$ cat config.mk
export PLATFORM = sky130hd
export DESIGN_NAME = neuron_rr_sched
export DESIGN_NICKNAME = d
export VERILOG_FILES = /design/src/rtl/neuron_sched_pkg.sv /design/src/rtl/rr_arbiter.sv /design/src/rtl/neuron_rr_sched.sv
export SDC_FILE = /design/constraint.sdc
export NUM_CORES = 1
export LEC_CHECK = 0
export BUFFER_PORTS_ARGS = -buffer_cell sky130_fd_sc_hd__buf_2
export CAP_MARGIN = 25
export CORE_MARGIN = 10
export CORE_UTILIZATION = 50
export CTS_CLUSTER_SIZE = 25
export DETAILED_ROUTE_END_ITERATION = 6
export GPL_TIMING_DRIVEN = 0
export HOLD_SLACK_MARGIN = 0.1
export PLACE_DENSITY = 0.77
export SLEW_MARGIN = 20
export SYNTH_ARGS = -nofsm -noshare
export SYNTH_HDL_FRONTEND = slang
export SYNTH_HIERARCHICAL = 1
export SYNTH_SLANG_ARGS = --single-unit
$ cat constraint.sdc
create_clock -name clk -period 3.3 [get_ports clk]
set_input_delay 0.66 -clock clk [delete_from_list [all_inputs] [get_ports clk]]
set_output_delay 0.66 -clock clk [all_outputs]
set_load 0.02 [all_outputs]
$ cat src/rtl/neuron_sched_pkg.sv
// Shared types and constants for the round-robin neuron scheduler.
// Optional feature macro: SPIKE_CNT_EN (per-requester spike counters in the top).
package neuron_sched_pkg;

    localparam int NIB_W       = 4;
    localparam int STATE_W_DEF = 8;

    typedef enum logic [1:0] {
        IDLE,
        LOAD,
        EVAL,
        RESP
    } sched_state_t;

    function automatic int wrap_idx(input int base, input int offset, input int n);
        return (base + offset) % n;
    endfunction

endpackage

$ cat src/rtl/rr_arbiter.sv
// Round-robin arbiter: first active request at or above ptr, with wrap-around.
// Purely combinational so the owning block can accept in the same cycle.
module rr_arbiter
    import neuron_sched_pkg::*;
#(
    parameter int N  = 4,
    parameter int IW = $clog2(N)
) (
    input  logic [N-1:0]  req,
    input  logic [IW-1:0] ptr,
    output logic [N-1:0]  gnt,
    output logic [IW-1:0] idx,
    output logic          any
);

    always_comb begin
        gnt = '0;
        idx = '0;
        any = 1'b0;
        for (int k = 0; k < N; k++) begin
            if (!any && req[IW'(wrap_idx(int'(ptr), k, N))]) begin
                any = 1'b1;
                gnt[IW'(wrap_idx(int'(ptr), k, N))] = 1'b1;
                idx = IW'(wrap_idx(int'(ptr), k, N));
            end
        end
    end

endmodule

$ cat src/rtl/neuron_rr_sched.sv
// Time-multiplexes one perceptron neuron between NUM_REQ requesters with per-requester contexts.
// Define SPIKE_CNT_EN to add saturating per-requester spike counters and the cnt_sel/cnt_val read port.
//
// state | meaning
// IDLE  | arbitrate; accept one request and latch its inputs
// LOAD  | push the granted context into the neuron
// EVAL  | neuron enabled for EVAL_CYCLES; write-back on the last cycle
// RESP  | hold the response until the consumer takes it
module neuron_rr_sched
    import neuron_sched_pkg::*;
#(
    parameter int NUM_REQ     = 4,
    parameter int EVAL_CYCLES = 1,
    parameter int STATE_W     = STATE_W_DEF
) (
    input  logic                         clk,
    input  logic                         rst,
    input  logic [NUM_REQ-1:0]           req_valid,
    input  logic [NIB_W*NUM_REQ-1:0]     req_v1,
    input  logic [NIB_W*NUM_REQ-1:0]     req_v2,
    output logic [NUM_REQ-1:0]           req_ready,
    output logic                         rsp_valid,
    input  logic                         rsp_ready,
    output logic [$clog2(NUM_REQ)-1:0]   rsp_id,
    output logic [STATE_W-1:0]           rsp_state,
    output logic                         rsp_spike,
    input  logic                         ctx_clr,
    output logic [NIB_W-1:0]             nrn_v_in1,
    output logic [NIB_W-1:0]             nrn_v_in2,
    output logic                         nrn_load,
    output logic [STATE_W-1:0]           nrn_state_in,
    output logic                         nrn_en,
    input  logic [STATE_W-1:0]           nrn_state_out,
    input  logic                         nrn_spike
`ifdef SPIKE_CNT_EN
    ,
    input  logic [$clog2(NUM_REQ)-1:0]   cnt_sel,
    output logic [7:0]                   cnt_val
`endif
);

    localparam int IDW = $clog2(NUM_REQ);

    sched_state_t       state;
    logic [IDW-1:0]     rr_ptr;
    logic [IDW-1:0]     cur_id;
    logic [IDW-1:0]     gidx;
    logic [NUM_REQ-1:0] gnt;
    logic               gnt_any;
    logic [3:0]         eval_cnt;
    logic               clr_pend;
    logic               clr_now;
    logic               wb_now;
    logic [STATE_W-1:0] ctx [NUM_REQ];

    rr_arbiter #(.N(NUM_REQ), .IW(IDW)) u_arb (
        .req (req_valid),
        .ptr (rr_ptr),
        .gnt (gnt),
        .idx (gidx),
        .any (gnt_any)
    );

    assign req_ready = (state == IDLE && !rst) ? gnt : '0;
    assign wb_now    = (state == EVAL) && (eval_cnt == '0);
    // A clear seen while busy is deferred until the response leaves, so the write-back is also wiped.
    assign clr_now   = ((state == IDLE) && ctx_clr) ||
                       ((state == RESP) && rsp_ready && (ctx_clr || clr_pend));

    always_ff @(posedge clk or posedge rst) begin
        if (rst) begin
            for (int i = 0; i < NUM_REQ; i++) ctx[i] <= '0;
        end else if (clr_now) begin
            for (int i = 0; i < NUM_REQ; i++) ctx[i] <= '0;
        end else if (wb_now) begin
            ctx[cur_id] <= nrn_state_out;
        end
    end

    always_ff @(posedge clk or posedge rst) begin
        if (rst) begin
            state        <= IDLE;
            rr_ptr       <= '0;
            cur_id       <= '0;
            eval_cnt     <= '0;
            clr_pend     <= 1'b0;
            nrn_v_in1    <= '0;
            nrn_v_in2    <= '0;
            nrn_load     <= 1'b0;
            nrn_state_in <= '0;
            nrn_en       <= 1'b0;
            rsp_valid    <= 1'b0;
            rsp_id       <= '0;
            rsp_state    <= '0;
            rsp_spike    <= 1'b0;
        end else begin
            case (state)
                IDLE: begin
                    if (gnt_any) begin
                        cur_id       <= gidx;
                        rr_ptr       <= (gidx == IDW'(NUM_REQ - 1)) ? '0 : gidx + 1'b1;
                        nrn_v_in1    <= req_v1[gidx*NIB_W +: NIB_W];
                        nrn_v_in2    <= req_v2[gidx*NIB_W +: NIB_W];
                        nrn_load     <= 1'b1;
                        nrn_state_in <= ctx_clr ? '0 : ctx[gidx];
                        state        <= LOAD;
                    end
                end
                LOAD: begin
                    nrn_load     <= 1'b0;
                    nrn_state_in <= '0;
                    nrn_en       <= 1'b1;
                    eval_cnt     <= 4'(EVAL_CYCLES - 1);
                    clr_pend     <= clr_pend | ctx_clr;
                    state        <= EVAL;
                end
                EVAL: begin
                    clr_pend <= clr_pend | ctx_clr;
                    if (eval_cnt == '0) begin
                        nrn_en    <= 1'b0;
                        nrn_v_in1 <= '0;
                        nrn_v_in2 <= '0;
                        rsp_valid <= 1'b1;
                        rsp_id    <= cur_id;
                        rsp_state <= nrn_state_out;
                        rsp_spike <= nrn_spike;
                        state     <= RESP;
                    end else begin
                        eval_cnt <= eval_cnt - 1'b1;
                    end
                end
                RESP: begin
                    if (rsp_ready) begin
                        rsp_valid <= 1'b0;
                        clr_pend  <= 1'b0;
                        state     <= IDLE;
                    end else begin
                        clr_pend  <= clr_pend | ctx_clr;
                    end
                end
                default: state <= IDLE;
            endcase
        end
    end

`ifdef SPIKE_CNT_EN
    logic [7:0] spk_cnt [NUM_REQ];

    always_ff @(posedge clk or posedge rst) begin
        if (rst) begin
            for (int i = 0; i < NUM_REQ; i++) spk_cnt[i] <= '0;
        end else if (clr_now) begin
            for (int i = 0; i < NUM_REQ; i++) spk_cnt[i] <= '0;
        end else if (wb_now && nrn_spike && spk_cnt[cur_id] != 8'hFF) begin
            spk_cnt[cur_id] <= spk_cnt[cur_id] + 1'b1;
        end
    end

    assign cnt_val = spk_cnt[cnt_sel];
`endif

endmodule
# ---- Yosys cells after proc, flatten, opt, wreduce, memory -nomap -nowiden
# Cells that the tools add are included.
dict set report classes {
  n_addsub 5
  magnitude_cmp 11
  n_eq_ne 8
  n_shift 2
  muxes 65
  n_bitwise 6
  reduce_logical 36
}
# cell count
set op_table {}
lappend op_table {{32-bit two-way mux} 2}
lappend op_table {{8-bit two-way mux} 5}
lappend op_table {{4-bit two-way mux} 9}
lappend op_table {{32-bit bitwise mux} 1}
lappend op_table {{16-bit by 5-bit variable part select with 4-bit output} 2}
lappend op_table {{4-bit one-hot mux with 2 select lines} 3}
lappend op_table {{1-bit two-way mux} 21}
lappend op_table {{8-bit binary-select mux with 2-bit select} 1}
lappend op_table {{8-bit demux with 2-bit select} 1}
lappend op_table {{2-bit by 4-bit less-than comparator with 1-bit output (second input constant)} 4}
lappend op_table {{2-bit two-way mux} 8}
lappend op_table {{8-bit one-hot mux with 2 select lines} 1}
lappend op_table {{1-bit logical AND} 13}
lappend op_table {{4-bit OR} 3}
lappend op_table {{2-bit nonzero test} 6}
lappend op_table {{2-bit AND reduction} 5}
lappend op_table {{3-bit AND reduction} 3}
lappend op_table {{1-bit binary-select mux with 2-bit select} 4}
lappend op_table {{1-bit demux with 2-bit select} 4}
lappend op_table {{2-bit by 1-bit greater-or-equal comparator with 1-bit output (second input constant)} 4}
lappend op_table {{1-bit one-hot mux with 2 select lines} 4}
lappend op_table {{2-bit one-hot mux with 4 select lines} 1}
lappend op_table {{2-bit == test (second input constant)} 3}
lappend op_table {{3-bit greater-or-equal comparator (second input constant)} 2}
lappend op_table {{other kinds (14)} 23}
dict set report word_totals {
  register_bits 73
  input_bits 49
  output_inout_bits 34
  word_cells 151
}

# ---- Logic depth before layout (Yosys ltp)
dict set report logic_depth {
  depth_word 20
  mapped_depth 13
  ltp_nobuf 9
}

# ---- Hierarchy
# Netlist, hierarchy kept.
# mod n_inst cells_each area_each_um2 seq_area_each_um2
set by_module_without_submodules {}
lappend by_module_without_submodules {neuron_rr_sched 1 317 3585.9 1826.8}
lappend by_module_without_submodules {rr_arbiter 1 62 531.8 0.0}

# ---- Worst setup path before layout
# OpenSTA, ideal clock, no wires.
dict set report synth_path {
  path_type {reg-to-reg}
  startpoint {register rr_ptr[0]}
  endpoint {register nrn_v_in1[0]}
  setup_ns 0.121
  t_arrival_ns 3.320
  required_ns 3.179
  setup_slack_ns -0.141
  path_stages_with_launch 13
  n_path_buf 4
  period_less_slack_ns 3.441
  path_cell_list {dfrtp_1 > buf_2 > inv_1 > ha_1 > clkbuf_1 > mux4_2 > inv_1 > a21oi_1 > o21ai_0 > buf_2 > buf_4 > mux4_2 > a22o_1}
}
dict set report synth_between {
  elab_chain_len 16
  elab_cells_between_ends 34
  cone_classes {add/sub (3); eq/ne (1); shift (1); mux (22); reduce/logical (7)}
}
# element line_no
set synth_rtl {}
lappend synth_rtl {{start: declaration} neuron_rr_sched.sv:45} ;# logic [IDW-1:0] rr_ptr;
lappend synth_rtl {{start signal: assignment} neuron_rr_sched.sv:101} ;# rr_ptr <= (gidx == IDW'(NUM_REQ - 1)) ? '0 : gidx + 1'b1;
lappend synth_rtl {{branches (longest 12 deep; another with 2-bit by 1-bit adder with 2-bit output)} --}
lappend synth_rtl {{2-bit two-way mux *} rr_arbiter.sv:21} ;# if (!any && req[IW'(wrap_idx(int'(ptr), k, N))]) begin
lappend synth_rtl {{net gidx[0]} neuron_rr_sched.sv:47} ;# logic [IDW-1:0] gidx;
lappend synth_rtl {{16-bit by 5-bit variable part select with 4-bit output *} neuron_rr_sched.sv:102} ;# nrn_v_in1 <= req_v1[gidx*NIB_W +: NIB_W];
lappend synth_rtl {{4-bit two-way mux *} neuron_rr_sched.sv:99} ;# if (gnt_any) begin
lappend synth_rtl {{4-bit one-hot mux with 2 select lines *} neuron_rr_sched.sv:97} ;# case (state)
lappend synth_rtl {{end signal: assignment} neuron_rr_sched.sv:102}
lappend synth_rtl {{end: declaration} neuron_rr_sched.sv:28} ;# output logic [NIB_W-1:0] nrn_v_in1,
# Mark *: on every way through the listed nets, which the timed path passes. The select of a mux whose other input is x is not followed.
# A chain may end at the register's enable or synchronous reset.

# ---- Worst setup path after layout
dict set report layout_path {
  startpoint {register rr_ptr[0]}
  endpoint {output req_ready[0]}
}
dict set report layout_between {
  elab_chain_len 14
  elab_cells_between_ends 52
  cone_classes {add/sub (3); order compare (8); mux (28); bitwise (3); reduce/logical (10)}
}
# element line_no
set layout_rtl {}
lappend layout_rtl {{branches (longest 12 deep; another with 2-bit by 4-bit less-than comparator with 1-bit output)} --}
lappend layout_rtl {{4-bit two-way mux *} rr_arbiter.sv:21}
lappend layout_rtl {{net gnt[0]} neuron_rr_sched.sv:48} ;# logic [NUM_REQ-1:0] gnt;
lappend layout_rtl {{4-bit two-way mux *} neuron_rr_sched.sv:64} ;# assign req_ready = (state == IDLE && !rst) ? gnt : '0;
lappend layout_rtl {{end: declaration} neuron_rr_sched.sv:21} ;# output logic [NUM_REQ-1:0] req_ready,
# Marks and branches as above.

==> impl_metrics.env <==
export IMPL_areaGrowthSynthToFinish_pct=22.3
export IMPL_reg2reg_setup_slack_ns=0.16
export IMPL_p_sw_frac=0.433
export IMPL_required_ns=2.64
export IMPL_drt_total_wl_um=11400
export IMPL_globalplace_congestion=0.869
export IMPL_reg2reg_from="rr_ptr[0]"
export IMPL_worst_r2r_cell_count=10
export IMPL_hold_ws_ns=0.262
export IMPL_firstDrtPassIters=4
export IMPL_final_seq_area_sq_um=1830
export IMPL_synth_edf_count=0
export IMPL_worst_pin_slew_ns=0.988
export IMPL_fin_nets=549
export IMPL_drive_above_1_share=0.350
export IMPL_max_cap_violations=0
export IMPL_timing_fmax_ghz=0.311
export IMPL_cp_start_kind="register"
export IMPL_cts_root_buf="clkbuf_8"
export IMPL_hold_violations=0
export IMPL_tritoncts="built"
export IMPL_max_stage_delay_ns=0.44
export IMPL_ys_flop_type="dfrtp_1"
export IMPL_hold_path_class="in2async"
export IMPL_worstSkewPairLatency_ns=0.35
export IMPL_fin_util=0.619
export IMPL_p_total_mw=5.36
export IMPL_tns_ns=0
export IMPL_worstReg2RegEnd="nrn_v_in1[3]"
export IMPL_yosysSeqAreaShare=0.444
export IMPL_peakVddDrop_mv=0.538
export IMPL_num_vias=3524
export IMPL_internal_power_mw=3.04
export IMPL_power_share_clock=0.136
export IMPL_rsz0062_at_grt="true"
export IMPL_outcome="completed"
export IMPL_pwr_share_seq=0.277
export IMPL_rows=33
export IMPL_synth_seq_cells=73
export IMPL_grtUsageTotal=0.184
export IMPL_grt_remaining_overflow=0
export IMPL_n_antenna_cell=0
export IMPL_synthArstFlopShare=1.00
export IMPL_cp_max_fo=10
export IMPL_numCtsBuffers=9
export IMPL_start_util=0.506
export IMPL_htree_levels=3
export IMPL_cp_end_kind="primary output"
export IMPL_maxSlewHeadroom=0.340
export IMPL_cts_sinks=73
export IMPL_criticalPathCategory="reg2out"
export IMPL_ctsHoldBuffers=0
export IMPL_dieArea_sq_um=12300
export IMPL_drt_initial_drc_count=268
export IMPL_p_sw_mw=2.32
export IMPL_die_y_um=111
export IMPL_avgSynthCellArea_sq_um=10.9
export IMPL_syn_inst=379
export IMPL_multi_input_comb_area_sq_um=2130
export IMPL_antenna_found_initial=0
export IMPL_drc_errors=0
export IMPL_maxSlewViolCount=0
export IMPL_slowest_stage="mux4_2"
export IMPL_crit_chain="buf_6 -> clkinvlp_4 -> ha_4 -> mux4_2 -> nor4b_4 -> a21o_1 -> and2_1 -> buf_2"
export IMPL_finalClockSkew_ns=0.00744
export IMPL_min_period_ns=3.22
export IMPL_crit_arrival_ns=2.56
export IMPL_setup_viol=0
export IMPL_clockBufferDepth=2
export IMPL_yosysWarnings=6
export IMPL_ys_types=46
export IMPL_nFillCells=661
export IMPL_io_pins=83
export IMPL_grt_start_max_net_pins=55
export IMPL_p_per_area_nw_per_um2=1060
export IMPL_cts_clk_slew_worst_paths_ns=0.08
export IMPL_grt_pass1_vias=3670
export IMPL_finalCritPeriodShare=0.975
export IMPL_io_buffers=82
export IMPL_synth_area_sq_um=4120
export IMPL_avgRoutedWirePerCell_um=19.2
export IMPL_die_w_um=111
export IMPL_ant_nets=0
export IMPL_leakage_nw=2.30
export IMPL_drt_vias_per_instance=5.93
export IMPL_p_comb_frac=0.587
export IMPL_dp_hpwl_um=8070
export IMPL_grt_pass1_wl_um=19000
export IMPL_coreArea_sq_um=8130
export IMPL_synth_fp_nets=444
## state kept, by name, indices dropped and copies added (netlist names)
signal,cells
clr_pend,1
ctx,32
cur_id,2
eval_cnt,4
nrn_en,1
nrn_load,1
nrn_state_in,8
nrn_v_in1,4
nrn_v_in2,4
rr_ptr,2
rsp_id,2
rsp_spike,1
rsp_state,8
rsp_valid,1
state,2
## synth_stat cells (all sizes together) (12+ instances only)
cell	instances	share of area
dfrtp	73	0.44
o21ai	40	0.050
nand2	18	0.016
nand3	38	0.046
mux4	20	0.11
a21oi	40	0.049
ha	16	0.049
clkbuf	16	0.017
mux2	15	0.041
inv	14	0.013
buf	12	0.017
## metal layers
metal	vias up	track usage	routed length, um
li1	1620	-	-
met1	1763	0.238	5020
met2	130	0.287	5500
met3	11	0.0536	761
met4	0	0.0590	121
met5	-	0	0
## cells by family after synthesis
| kind of cell | after synthesis | share of synthesized area |
|---|---|---|
| and+or+nand+nor | 93 | 0.128 |
| AOI/OAI and AO/OA | 112 | 0.162 |
| buffers and inverters | 42 | 0.0471 |
| DFF | 73 | 0.444 |
| muxes | 43 | 0.171 |
| adders and majority gates | 16 | 0.0486 |
## placed cells by master (no fill, tap or decap), types with 2 or more instances in the layout
master,Yosys,routed
clkbuf_1,15,15
nand3b_1,3,3
inv_1,14,11
a21oi_1,40,40
and2_1,4,4
buf_6,2,2
clkbuf_8,1,12
nand2_1,18,18
o31ai_1,2,2
nor2_1,7,6
buf_4,1,14
mux2_2,14,14
a31oi_1,5,5
o21ai_0,39,38
mux4_2,19,20
nand2b_1,5,5
a22o_1,8,8
ha_1,16,15
nor2b_1,4,4
dfrtp_1,73,71
dfrtp_2,0,2
nor4b_1,2,2
nand3_1,38,38
and4bb_2,2,2
nor3b_1,2,2
mux2i_1,8,8
buf_2,6,87
clkinvlp_4,0,3
a21o_1,2,2
buf_1,3,2
o2bb2ai_1,8,8
## power by group through the flow
stage / logic, mW / clock network (mW) / registers [mW]
floorplan: 1.97 / 0 / 1.62
global placement: 2.78 / 0 / 1.48
detailed placement: 2.88 / 0 / 1.50
CTS: 2.98 / 0.742 / 1.47
global route: 3.42 / 0.779 / 1.52
finish: 3.14 / 0.731 / 1.48
## how the worst max path moves through the flow
stage          startpoint           end  cells past startpoint
3_5_place_dp    rr_ptr[0]  nrn_v_in2[1]                     11
6_report        rr_ptr[0]  req_ready[0]                      8
4_1_cts         rr_ptr[1]  req_ready[0]                      8
5_1_grt         rr_ptr[0]  req_ready[1]                      9
2_1_floorplan   rr_ptr[0]  nrn_v_in1[0]                     12
3_3_place_gp    rr_ptr[0]  nrn_v_in1[0]                     11
## stage by stage
stage               instances  instance area [sq um]  setup slack (ns)
floorplan                 379                   4120            0.0144
global placement          566                   4660            -0.620
detailed placement        567                   4690            -0.765
CTS                       584                   4940            0.0383
global route              594                   5040           -0.0398
finish                    594                   5040            0.0833
## cell type report
type,count,share of cell area
buffer,27,0.0301
tap,105,0.0261
multi-input combinational,264,0.423
sequential,73,0.363
timing repair buffer,95,0.105
clock inverter,4,0.0102
clock buffer,12,0.0308
inverter,14,0.0124
## worst max-delay path, delay by kind of cell, from the launching register on
kind,cells,cell delay (ns)
simple gates,2,0.41
compound gates,1,0.14
mux,1,0.44
fa+ha+maj,1,0.33
flops,1,0.40
buf+inv,3,0.48
## timing repair
action                                  in CTS  in global routing
buffers inserted                             2                 10
gates resized for setup                      7                  8
endpoints found under the setup margin      21                 20
pin swaps                                    0                  2
Power figures use the tool's default switching activity.
